===== config.mk =====
export PLATFORM = sky130hd
export DESIGN_NAME = uart_rx_fifo_engine
export DESIGN_NICKNAME = d
export VERILOG_FILES = /design/src/rtl/uart_rx_fifo_engine.sv
export SDC_FILE = /design/constraint.sdc
export NUM_CORES = 1
export LEC_CHECK = 0
export ABC_CLOCK_PERIOD_IN_PS = 3500
export CORE_MARGIN = 2
export CORE_UTILIZATION = 50
export DETAILED_ROUTE_END_ITERATION = 10
export DONT_BUFFER_PORTS = 1
export GPL_TIMING_DRIVEN = 0
export HOLD_SLACK_MARGIN = 0.1
export PLACE_DENSITY_LB_ADDON = 0.05
export SLEW_MARGIN = 20
export SYNTH_ARGS = -nofsm -noshare
export SYNTH_HDL_FRONTEND = slang
export SYNTH_SLANG_ARGS = --single-unit

===== constraint.sdc =====
create_clock -name pclk -period 3.5 [get_ports pclk]
set_input_delay 0.7 -clock pclk [delete_from_list [all_inputs] [get_ports pclk]]
set_output_delay 0.7 -clock pclk [all_outputs]
set_load 0.01 [all_outputs]

===== src/rtl/uart_rx_fifo_engine.sv =====
// uart_rx_fifo_engine
// UART receive path: line select + synchroniser, oversampled bit timing with
// 3-sample majority vote, 5..8 bit framing with optional parity, framing and
// break detection, and a show-ahead receive FIFO holding {bi,fe,pe,data}.
//
// Ports:
//   pclk, presetn      clock, asynchronous active-low reset
//   utrrst             synchronous receiver reset / FIFO flush
//   baud_tick          one-cycle pulse at OVS x baud rate
//   uart_rxd, loop_txd serial inputs (loop selects loop_txd)
//   wls, pen, eps, sp  line control: word length-5, parity enable/even/stick
//   rd_en              pop the FIFO head
//   rx_data/pe/fe/bi   head character and its status (0 when empty)
//   rx_valid           FIFO not empty
//   fifo_count         entries held (0..DEPTH)
//   overrun            sticky overrun flag
//   rx_busy            receiver not idle
module uart_rx_fifo_engine #(
    parameter int  OVS   = 16,
    parameter int  DEPTH = 16,
    localparam int CW    = $clog2(DEPTH + 1)
) (
    input  logic          pclk,
    input  logic          presetn,
    input  logic          utrrst,
    input  logic          baud_tick,
    input  logic          uart_rxd,
    input  logic          loop_txd,
    input  logic          loop,
    input  logic [1:0]    wls,
    input  logic          pen,
    input  logic          eps,
    input  logic          sp,
    input  logic          rd_en,
    output logic [7:0]    rx_data,
    output logic          rx_pe,
    output logic          rx_fe,
    output logic          rx_bi,
    output logic          rx_valid,
    output logic [CW-1:0] fifo_count,
    output logic          overrun,
    output logic          rx_busy
);

    localparam int TW = $clog2(OVS);
    localparam int AW = $clog2(DEPTH);
    localparam logic [TW-1:0] T_S0   = TW'(OVS / 2 - 1);
    localparam logic [TW-1:0] T_S1   = TW'(OVS / 2);
    localparam logic [TW-1:0] T_DEC  = TW'(OVS / 2 + 1);
    localparam logic [TW-1:0] T_LAST = TW'(OVS - 1);
    localparam logic [CW-1:0] FULL_CNT = CW'(DEPTH);

    typedef enum logic [2:0] {
        S_IDLE, S_START, S_DATA, S_PARITY, S_STOP, S_WAIT_HIGH
    } state_t;

    // ---------------- receiver registers ----------------
    state_t          state_reg, state_next;
    logic            sync1_reg, sync2_reg, prev_reg;
    logic [TW-1:0]   tick_reg, tick_next;
    logic [2:0]      bit_reg, bit_next;
    logic [7:0]      shift_reg, shift_next;
    logic            par_reg, par_next;
    logic [1:0]      samp_reg, samp_next;

    logic            vote, at_dec, at_wrap, push_req;
    logic [2:0]      last_bit;
    logic            exp_par, ent_pe, ent_fe, ent_bi;
    logic [10:0]     entry;

    // Third sample is the live synchronised line at the decision tick.
    assign vote    = (samp_reg[0] & samp_reg[1]) | (samp_reg[0] & sync2_reg) |
                     (samp_reg[1] & sync2_reg);
    assign at_dec  = baud_tick && (tick_reg == T_DEC);
    assign at_wrap = baud_tick && (tick_reg == T_LAST);
    assign last_bit = {1'b0, wls} + 3'd4;

    always_ff @(posedge pclk or negedge presetn) begin
        if (!presetn) begin
            sync1_reg <= 1'b1;
            sync2_reg <= 1'b1;
            prev_reg  <= 1'b1;
            state_reg <= S_IDLE;
            tick_reg  <= '0;
            bit_reg   <= '0;
            shift_reg <= '0;
            par_reg   <= 1'b0;
            samp_reg  <= 2'b11;
        end else begin
            sync1_reg <= loop ? loop_txd : uart_rxd;
            sync2_reg <= sync1_reg;
            prev_reg  <= sync2_reg;
            state_reg <= state_next;
            tick_reg  <= tick_next;
            bit_reg   <= bit_next;
            shift_reg <= shift_next;
            par_reg   <= par_next;
            samp_reg  <= samp_next;
        end
    end

    always_comb begin
        state_next = state_reg;
        tick_next  = tick_reg;
        bit_next   = bit_reg;
        shift_next = shift_reg;
        par_next   = par_reg;
        samp_next  = samp_reg;
        push_req   = 1'b0;

        if (state_reg != S_IDLE && state_reg != S_WAIT_HIGH && baud_tick) begin
            tick_next = (tick_reg == T_LAST) ? '0 : tick_reg + TW'(1);
            if (tick_reg == T_S0) samp_next[0] = sync2_reg;
            if (tick_reg == T_S1) samp_next[1] = sync2_reg;
        end

        case (state_reg)
            S_IDLE: begin
                if (prev_reg && !sync2_reg) begin
                    state_next = S_START;
                    tick_next  = '0;
                    bit_next   = '0;
                    shift_next = '0;
                    par_next   = 1'b0;
                end
            end
            S_START: begin
                if (at_dec && vote) begin
                    state_next = S_IDLE;        // false start
                    tick_next  = '0;
                end else if (at_wrap) begin
                    state_next = S_DATA;
                end
            end
            S_DATA: begin
                if (at_dec) shift_next[bit_reg] = vote;
                if (at_wrap) begin
                    if (bit_reg == last_bit) state_next = pen ? S_PARITY : S_STOP;
                    else                     bit_next   = bit_reg + 3'd1;
                end
            end
            S_PARITY: begin
                if (at_dec)  par_next   = vote;
                if (at_wrap) state_next = S_STOP;
            end
            S_STOP: begin
                // Character is complete at the stop-bit decision; the rest of
                // the stop bit is not timed, WAIT_HIGH absorbs it.
                if (at_dec) begin
                    push_req   = 1'b1;
                    state_next = S_WAIT_HIGH;
                    tick_next  = '0;
                end
            end
            S_WAIT_HIGH: begin
                if (sync2_reg) state_next = S_IDLE;
            end
            default: state_next = S_IDLE;
        endcase

        if (utrrst) begin
            state_next = S_IDLE;
            tick_next  = '0;
        end
    end

    // Unreceived bits of shift_reg stay 0, so the XOR covers only the word.
    always_comb begin
        exp_par = sp ? ~eps : (eps ? ^shift_reg : ~^shift_reg);
        ent_pe  = pen & (par_reg != exp_par);
        ent_fe  = ~vote;
        ent_bi  = ~vote & (shift_reg == 8'h00) & (~pen | ~par_reg);
        entry   = {ent_bi, ent_fe, ent_pe, shift_reg};
    end

    // ---------------- receive FIFO ----------------
    logic [10:0]   mem [DEPTH];
    logic [AW-1:0] wr_ptr_reg, rd_ptr_reg;
    logic [CW-1:0] count_reg;
    logic          ovr_reg;
    logic          full, empty, do_pop, do_push, ovr_set;
    logic [10:0]   head;

    assign full    = (count_reg == FULL_CNT);
    assign empty   = (count_reg == '0);
    assign do_pop  = rd_en && !empty;
    // A pop in the same cycle frees the slot, so a full FIFO still accepts.
    assign do_push = push_req && (!full || do_pop);
    assign ovr_set = push_req && full && !do_pop;

    always_ff @(posedge pclk or negedge presetn) begin
        if (!presetn) begin
            wr_ptr_reg <= '0;
            rd_ptr_reg <= '0;
            count_reg  <= '0;
            ovr_reg    <= 1'b0;
        end else if (utrrst) begin
            wr_ptr_reg <= '0;
            rd_ptr_reg <= '0;
            count_reg  <= '0;
            ovr_reg    <= 1'b0;
        end else begin
            if (do_push) wr_ptr_reg <= wr_ptr_reg + AW'(1);
            if (do_pop)  rd_ptr_reg <= rd_ptr_reg + AW'(1);
            if (do_push && !do_pop)      count_reg <= count_reg + CW'(1);
            else if (!do_push && do_pop) count_reg <= count_reg - CW'(1);
            if (ovr_set) ovr_reg <= 1'b1;
        end
    end

    always_ff @(posedge pclk) begin
        if (do_push && !utrrst) mem[wr_ptr_reg] <= entry;
    end

    assign head       = empty ? 11'd0 : mem[rd_ptr_reg];
    assign rx_data    = head[7:0];
    assign rx_pe      = head[8];
    assign rx_fe      = head[9];
    assign rx_bi      = head[10];
    assign rx_valid   = !empty;
    assign fifo_count = count_reg;
    assign overrun    = ovr_reg;
    assign rx_busy    = (state_reg != S_IDLE);

endmodule


; Word level (Yosys, flattened, before mapping)
; Memory sizes are Yosys's and may differ from the RTL's.
; Index checks and enable logic that the tools add are counted.
[totals]
ff_bits = 38
ram_bits = 176
out_inout_bits = 19
wordCells = 149
n_memories = 1
[op_classes]
n_addsub = 7
n_lt_le_gt_ge = 2
eq_ne = 25
muxes = 48
n_bitwise = 13
n_reduce_logical = 39
[mem_list]
columns = memory, depth, width, rd, rd_ports_with_merged_regs, wr, line_no
row1 = mem, 16, 11, 1, 0, 1, 177  ; logic [10:0] mem [DEPTH];
[op_table]
columns = operator, n
row1 = 2-to-1 mux 4 bit, 10
row2 = 2-to-1 mux 3 bit, 13
row3 = != test 3 bit (second input constant), 7
row4 = case mux 3 bit (6 select lines), 1
row5 = 2-to-1 mux 8 bit, 2
row6 = case mux 8 bit (2 select lines), 1
row7 = 2-to-1 mux 5 bit, 3
row8 = logical AND 1 bit, 14
row9 = adder 4 x 1 -> 4 bit (second input constant), 3
row10 = equality test 4 bit (second input constant), 3
row11 = 2-to-1 mux 1 bit, 12
row12 = case mux 4 bit (3 select lines), 1
row13 = 2-to-1 mux 11 bit, 1
row14 = != test 2 bit (second input constant), 5
row15 = nonzero test 2 bit, 5
row16 = bitwise mux 8 bit, 1
row17 = logical NOT 8 bit, 1
row18 = XNOR reduction 8 bit, 1
row19 = parity 8 bit, 1
row20 = AND reduction 7 bit, 1
row21 = bitwise AND 1 bit, 6
row22 = equality test 3 x 2 -> 1 bit (second input constant), 2
row23 = equality test 3 bit (second input constant), 2
row24 = logical NOT 1 bit, 6
row25 = other kinds (24), 32

; Longest topological paths before layout
; Gate-level depths: netlist of run 1.
[depth]
ltp_word = 10
mapped_depth = 11

; Worst setup path before layout of run 1
; No wires, ideal clock.
[synth_timing]
path_type = input port to flip-flop
startpoint = input port baud_tick
endpoint = register count_reg[4] (netlist: fifo_count[4])
setup_time_ps = 78
arrival_time_ps = 2868
slack_ps = 554
cell_stages = 9
cell_sequence = nand4b_2 a2111oi_4 nand2_1 fa_1 a21o_1 a21oi_1 nand4_1 a21o_1 a21oi_1
[synth_between]
elab_chain_len = 7
word_cells_on_any_way = 10
cone_classes = mux: 4 / reduce/logical: 6
[synth_rtl]
columns = item, line_no
row1 = "start, declared", 26  ; input logic baud_tick,
row2 = logical AND 1 bit (*), 74  ; assign at_dec = baud_tick && (tick_reg == T_DEC);
row3 = 2-to-1 mux 1 bit (*), 149  ; if (at_dec) begin
row4 = 2-to-1 mux 1 bit (*), 117  ; case (state_reg)
row5 = logical AND 1 bit (*), 188  ; assign do_push = push_req && (!full || do_pop);
row6 = logical AND 1 bit or logical NOT 1 bit (tied branches), "205, 206"
row7 = 2-to-1 mux 5 bit or logical AND 1 bit (tied branches), "205, 206"
row8 = 2-to-1 mux 5 bit or nonzero test 3 bit (tied branches), n/a
row9 = "end signal, assigned", 205  ; if (do_push && !do_pop) count_reg <= count_reg + CW'(1);
row10 = "end signal, assigned", 206  ; else if (!do_push && do_pop) count_reg <= count_reg - CW'(1);
row11 = "end, declared", 179  ; logic [CW-1:0] count_reg;
; Every way passes the cells marked *; elsewhere a longest branch is shown, timed or not.
; A chain may end at the register's enable or synchronous reset.

; Worst setup path in the final report of run 1
[layout_timing]
startpoint = register rd_ptr_reg[1]
endpoint = output port rx_data[0]
[layout_between]
elab_chain_len = 2
[layout_rtl]
columns = item, line_no
row1 = "start, declared", 178  ; logic [AW-1:0] wr_ptr_reg, rd_ptr_reg;
row2 = "start signal, assigned", 204  ; if (do_pop) rd_ptr_reg <= rd_ptr_reg + AW'(1);
row3 = memory read (16 x 11 bit), n/a
row4 = 2-to-1 mux 11 bit, 215  ; assign head = empty ? 11'd0 : mem[rd_ptr_reg];
row5 = "end, declared", 35  ; output logic [7:0] rx_data,
; Every way passes these cells.

==> summary.md, run 1 <==
| Metric | Value |
|---|---|
| CTS tree | done |
| HPWL after DPL | 12,900 um |
| FMAX | 0.292 GHz |
| Hold Startpoint | uart_rxd |
| Synth cell types | 60 |
| Final Cycle Share | 97.8% |
| Final setup viols | 0 |
| Vias/cell | 5.99 |
| Final Power | 6.41 mW |
| Boundary Pins | 32 |
| Yosys warnings | 0 |
| Leak pwr | 3.51 nW |
| Setup crit end kind | primary output |
| Adder-Cell Fraction of Synth Area | 2.63% |
| Antenna violations before repair | 0 |
| Critical Path, Cell by Cell | clkbuf_2, buf_2, mux4_2, mux4_2, and2_1 |
| Setup TNS | 0 ns |
| RSZ-0062 raised after global routing | no |
| Relative slew slack | 27.8% |
| Arr. time, crit path | 2.72 ns |
| Mapped cell area | 9230 um^2 |
| CTS Buffer Depth | 3 |
| Global-route wire length before repair | 30,200 um |
| Critical path peak fanout | 10 |
| Post-Synth Simple-Gate Area | 6.49% |
| Placer Congestion | 0.794 |
| Via count | 4,909 |
| CP startpoint kind | flip-flop |
| Worst path max stage delay | 0.49 ns |
| Vias in the first global route | 5,177 |
| Endpoints failing hold | 0 |
| Largest family of logic cells by synthesized area | multiplexers |
| Xor-xnor portion of the synthesized cell area | 1.42% |
| Ant. Diodes | 0 |
| Post-DRT Antenna Nets | 0 |
| Gr usage total | 20.5% |
| # fillers | 1,392 |
| Clk_skew | 0.0286 ns |
| Clock Latency Late Sink | 0.51 ns |
| Number of remaining DRC errors | 0 |
| Reg-to-Reg Start | fifo_count[1]$_DFFE_PN0P_ |
| MaxCap Viol Count | 0 |
| Synthesis-stage register bit count | 214 |
| DR iter-0 viols | 344 |
| Sequential share of the synthesized area | 67.6% |
| Syn Inst Count | 542 |
| Period minus WS final | 3.42 ns |
| Fin. max-slew vios | 0 |
| Syn nets | 573 |
| PortBufs | 0 |
| Slowest stage cell, crit path | mux4_2 |
| Cell with the most instances on the worst path | mux4_2 |
| Pwr Density | 614 nW/um^2 |
| Layout area overhead | 13.0% |
| Reg2reg setup slack | 0.41 ns |
| Routed len/inst | 23.9 um |
| Max reg flops | 176 |
| Reg clk slew, reported paths | 0.06 ns |
| Top_reg_cell synth | edfxtp_1 |
| Core area | 18,000 um^2 |
| CTS buffer count | 23 |
| DIE AREA | 19,600 um^2 |
| Pin count of the biggest net entering global routing | 39 |
| Row cnt | 49 |
| Die span in y | 140 um |
| Status | completed |
| CP Data Required Time | 2.80 ns |
| Pre-antenna DRT Iters | 5 |
| Ys async rst share | 17.8% |
| Root Buffer | clkbuf_16 |
| H-tree depth | 1 |
| Post-synthesis average cell area | 17.0 um^2 |
| Compound-cell area share of the yosys netlist | 5.20% |
| Mux share of post-synthesis cell area | 14.5% |
| CP startpoint | rd_ptr_reg[1]$_DFFE_PN0P_ |
| Post-Route WL | 19,600 um |
| Worst hold path type | in2reg |
| Worst VDD drop | 0.452 mV |
| Slew @ Worst Pin | 1.08 ns |
| Post-synth EDFFs | 176 |
| Die width | 140 um |
| Clk sinks | 214 |
| Nets@finish | 605 |
| Layout cells sized above 1 | 23.7% |
| Initial Util | 51.2% |
| Gr ovfl total | 0 |
| Kind of critical path | reg2out |
==> per-layer routing <==
layer	vias to the layer above	wire, um	GRT usage [%]
met5	-	0	0
met2	122	9950	35.2
met1	2556	8230	27.6
li1	2201	-	-
met3	30	1010	3.49
met4	0	393	5.37
==> cells by family (layout without fill, tap and decap cells) <==
family                     Yosys count  after routing
xor gates and xnor gates            15             15
DFF                                214            214
adders and majority gates           19             19
AOI/OAI and AO/OA                   69             69
muxes                               64             64
buffers and inverters               44             92
and+or+nand+nor                    117            117
==> power breakdown <==
part	switching, mW	internal [mW]
clock	0.957	1.57
combinational	0.604	0.426
sequential	0.0743	2.77
==> placed cells by master (no fill, tap or decap), types with 4 or more instances in the layout <==
cell and n:
edfxtp_1 176, mux4_2 55, dfrtp_1 33, nor2_1 25, nand2_1 25, clkbuf_16 23
ha_1 17, inv_1 15, clkbuf_1 15, a21oi_1 15, nor2_2 14, and2_1 11
xnor2_1 10, o21ai_0 10, o21ai_1 8, a31oi_1 8, o31ai_1 7, clkinv_1 6
nand3_1 6, nor2b_1 6, buf_4 6, mux2_1 6, nand2b_1 5, xor2_1 5
bufinv_16 5, dfstp_2 5, buf_2 4, buf_6 4, clkbuf_2 4, or3_1 4
nand4_1 4, clkinv_2 4
==> cells in the mapped netlist (4+ instances only) <==
cell type	n	area, um^2
a21oi_1	15	75.1
a31oi_1	8	50.1
and2_1	11	68.8
buf_2	4	20.0
buf_6	4	45.0
clkbuf_1	17	63.8
dfrtp_1	33	826
dfstp_2	5	131
edfxtp_1	176	5290
ha_1	17	213
inv_1	15	56.3
mux2_1	6	67.6
mux4_2	55	1240
nand2_1	25	93.8
nand2b_1	5	31.3
nand3_1	6	30.0
nand4_1	4	25.0
nor2_1	38	143
nor2b_1	6	37.5
o21ai_0	10	50.1
o21ai_1	8	40.0
o31ai_1	7	52.6
or3_1	4	25.0
xnor2_1	10	87.6
xor2_1	5	43.8
==> timing repair <==
action	4_1_cts	5_1_grt
endpoints found under the hold margin	38	0
hold buffers	2	0
gates resized for setup	6	2
pin swaps	0	1
setup buffers	0	4
endpoints found under the setup margin	11	34
==> worst paths after layout <==
kind	end	cells past startpoint
worst max-delay path	rx_data[0]	5
min in group asynchronous	wr_ptr_reg[0]$_DFFE_PN0P_	2
max in group asynchronous	sync2_reg$_DFF_PN1_	2
worst min-delay path	sync1_reg$_DFF_PN1_	1
worst max register to register	fifo_count[4]$_DFFE_PN0P_	9
worst min register to register	sync2_reg$_DFF_PN1_	0
==> area by class of cell <==
type | count | area, um^2 | share of cell area, %
sequential | 214 | 6240 | 59.8
multi-input combinational | 284 | 2840 | 27.2
clock buffer | 26 | 587 | 5.62
tap | 229 | 287 | 2.75
clock inverter | 15 | 201 | 1.93
buffer | 26 | 141 | 1.36
timing repair buffer | 7 | 67.6 | 0.648
inverter | 18 | 67.6 | 0.648
==> worst max-delay path: cells and delay by family (launching register included) <==
family,cells,cell delay (ns)
muxes,2,0.89
DFF,1,0.35
buffers and inverters,2,0.72
and+or+nand+nor,1,0.24
==> metrics by stage <==
| stage | instance area, um^2 | std cells | util (%) | hold slack [ns] | setup WS [ns] |
|---|---|---|---|---|---|
| 3_3_place_gp | 9520 | 771 | 52.8 | 0.351 | 0.0208 |
| 3_5_place_dp | 9560 | 772 | 53.1 | 0.351 | 0.00243 |
| 6_report | 10400 | 819 | 57.9 | 0.355 | 0.0783 |
| 4_1_cts | 10400 | 815 | 57.6 | 0.338 | 0.0263 |
| 2_1_floorplan | 9230 | 542 | - | 0.345 | 0.554 |
| 5_1_grt | 10400 | 819 | 57.9 | 0.343 | 0.00744 |
(Power assumes the default switching activity.)
==> run 2, diff against run 1 <==
- MAX_ROUTING_LAYER: default -> met4
==> run 2 against run 1 <==
Compared with the run above: worst hold slack is essentially flat; clock power about the same; critical path depth unchanged; largest cell class unchanged; critical endpoint unchanged; total power is 0.14% higher; combinational power hardly changed; utilization unchanged; fmax is 0.10% lower; cell area unchanged; clock skew decreased by 0.0026 ns.
==> summary.md, run 2 (synthesis gave the netlist of run 1 again) <==
| Metric | Value |
|---|---|
| Status | completed |
| Die width | 140 um (unchanged) |
| Core area | 18,000 um^2 (unchanged) |
| FMAX | 0.292 GHz (-0.10%) |
| Arr. time, crit path | 2.73 ns (about the same) |
| DR iter-0 viols | 399 (+16%) |
| Internal power | 4.77 mW (about the same) |
| Row cnt | 49 (unchanged) |
| Max reg flops | 176 (unchanged) |
| Vias in the first global route | 5,158 (-0.37%) |
| Number of remaining DRC errors | 0 (unchanged) |
| Global-route wire length before repair | 30,200 um (+0.11%) |
| Buf/Inv on CP | 2 (unchanged) |
| Layout cells sized above 1 | 23.7% (unchanged) |
| Endpoints failing hold | 0 (unchanged) |
| RSZ-0062 raised after global routing | no |
| Clk sinks | 214 (unchanged) |
| Cell with the most instances on the worst path | mux4_2 |
| CTS buffer count | 23 (unchanged) |
| Post-DRT Antenna Nets | 0 (unchanged) |
| Post-Route WL | 19,700 um (+0.60%) |
| Via count | 4,897 (-0.24%) |
| Place WS | 0.00243 ns (unchanged) |
| Commonest non-fill, non-tap cell in the layout | edfxtp_1 |
| Routed wl met2 | 9930 um (-0.16%) |
| Boundary Pins | 32 (unchanged) |
| Routed len/inst | 24.1 um (+0.60%) |
| HPWL after DPL | 12,900 um (unchanged) |
| DIE AREA | 19,600 um^2 (unchanged) |
| Seq pwr share | 44.4% (about the same) |
| Vias/cell | 5.98 (-0.24%) |
| Gate power share | 16.1% (about the same) |
| Post-Route M1 WL | 8510 um (+3.3%) |
| CP Data Required Time | 2.80 ns (about the same) |
| Period minus WS final | 3.43 ns (+0.00348 ns) |
| Most frequent cells in the layout | edfxtp_1 (176), mux4_2 (55), dfrtp_1 (33) |
| Gr ovfl total | 0 (unchanged) |
| Setup crit end kind | primary output |
| Reg clk slew, reported paths | 0.06 ns (about the same) |
| Switching portion of total power | 25.6% (+0.11 points) |
| Top Metal Used | met4 |
| Pre-antenna DRT Iters | 4 (-1) |
| Fin. max-slew vios | 0 (unchanged) |
| Final setup viols | 0 (unchanged) |
| H-tree depth | 1 (unchanged) |
| Leak pwr | 3.51 nW (unchanged) |
| PortBufs | 0 (unchanged) |
| Initial Util | 51.2% (unchanged) |
| CP startpoint kind | flip-flop |
| Antenna violations before repair | 0 (unchanged) |
| Kind of critical path | reg2out |
| Clk_skew | 0.0260 ns (-0.00261 ns) |
| Slew @ Worst Pin | 1.07 ns (-0.00393 ns) |
| Critical path's top delay family | multiplexers |
| Clk network pwr share | 39.5% (about the same) |
| Ant. Diodes | 0 (unchanged) |
| Net switching power | 1.65 mW (+0.56%) |
| Worst hold path type | reg2reg |
| Fin worst setup slack | 0.0748 ns (-0.00348 ns) |
| Pwr Density | 615 nW/um^2 (+0.14%) |
| Worst VDD drop | 0.451 mV (-0.12%) |
| Critical Path, Cell by Cell | clkbuf_2, buf_2, mux4_2, mux4_2, and2_1 |
| Clock Latency Late Sink | 0.51 ns (about the same) |
| Worst path max stage delay | 0.49 ns (about the same) |
| Root Buffer | clkbuf_16 |
| Die span in y | 140 um (unchanged) |
| MaxCap Viol Count | 0 (unchanged) |
| Setup TNS | 0 ns (unchanged) |
| Final Cycle Share | 97.9% (+0.099 points) |
| Gr usage total | 21.2% (+0.68 points) |
| CTS tree | done |
| Placer Congestion | 0.805 (+1.4%) |
| Pin count of the biggest net entering global routing | 39 (unchanged) |
| Critical path peak fanout | 10 (unchanged) |
| Met3 wire len | 834 um (-17%) |
| CTS Buffer Depth | 3 (unchanged) |
| Relative slew slack | 28.1% (+0.26 points) |
| Slowest stage cell, crit path | mux4_2 |
| Layout area overhead | 13.0% (unchanged) |
| Nets@finish | 605 (unchanged) |
| Final hold slack | 0.355 ns (-0.0000960 ns) |
==> run 2: cell counts in the layout (fill, tap and decap cells not counted) <==
No cell type changed its count.
==> run 2: metrics by stage <==
stage | std cells | util, % | power [mW] | area (um^2)
6_report | 819 | 57.9 | 6.42 | 10400
5_1_grt | 819 | 57.9 | 6.65 | 10400
4_1_cts | 815 | 57.6 | 6.46 | 10400
3_5_place_dp | 772 | 53.1 | 3.92 | 9560
3_3_place_gp | 771 | 52.8 | 3.89 | 9520
2_1_floorplan | 542 | - | 3.67 | 9230
==> run 2: path summary, 6_finish.rpt <==
kind,from,to,slack [ns],cells past startpoint
worst min-delay path,sync1_reg$_DFF_PN1_,sync2_reg$_DFF_PN1_,0.35,0
worst max register to register,fifo_count[1]$_DFFE_PN0P_,fifo_count[4]$_DFFE_PN0P_,0.41,9
min in group asynchronous,presetn,wr_ptr_reg[0]$_DFFE_PN0P_,0.65,2
worst min register to register,sync1_reg$_DFF_PN1_,sync2_reg$_DFF_PN1_,0.35,0
worst max-delay path,rd_ptr_reg[1]$_DFFE_PN0P_,rx_data[0],0.07,5
max in group asynchronous,presetn,sync1_reg$_DFF_PN1_,2.57,2
==> run 2: power groups by stage <==
stage / Combinational [mW] / Sequential, mW / Clock, mW
finish: 1.03 / 2.85 / 2.53
global route: 1.13 / 2.85 / 2.67
CTS: 1.04 / 2.84 / 2.57
detailed placement: 1.02 / 2.90 / 0
global placement: 1.00 / 2.89 / 0
floorplan: 0.788 / 2.88 / 0
==> run 2: repair_timing <==
item,4_1_cts,5_1_grt
hold endpoints to repair,38,0
pin swaps,0,1
resized for setup,6,2
setup buffers,0,4
hold buffers,2,0
endpoints found under the setup margin,11,34
==> run 2: metal layers <==
| layer | up-vias | GRT usage (%) |
|---|---|---|
| met1 | 2558 | 28.0 |
| met3 | 32 | 3.25 |
| li1 | 2203 | - |
| met4 | 0 | 5.37 |
| met5 | - | - |
| met2 | 104 | 35.2 |
==> run 2: cell type report <==
type / count / area (um^2)
Buffer: 26 / 141
Clock buffer: 26 / 587
Clock inverter: 15 / 201
Fill cell: 1392 / 7590
Inverter: 18 / 67.6
Multi-Input combinational cell: 284 / 2840
Sequential cell: 214 / 6240
Tap cell: 229 / 287
Timing Repair Buffer: 7 / 67.6
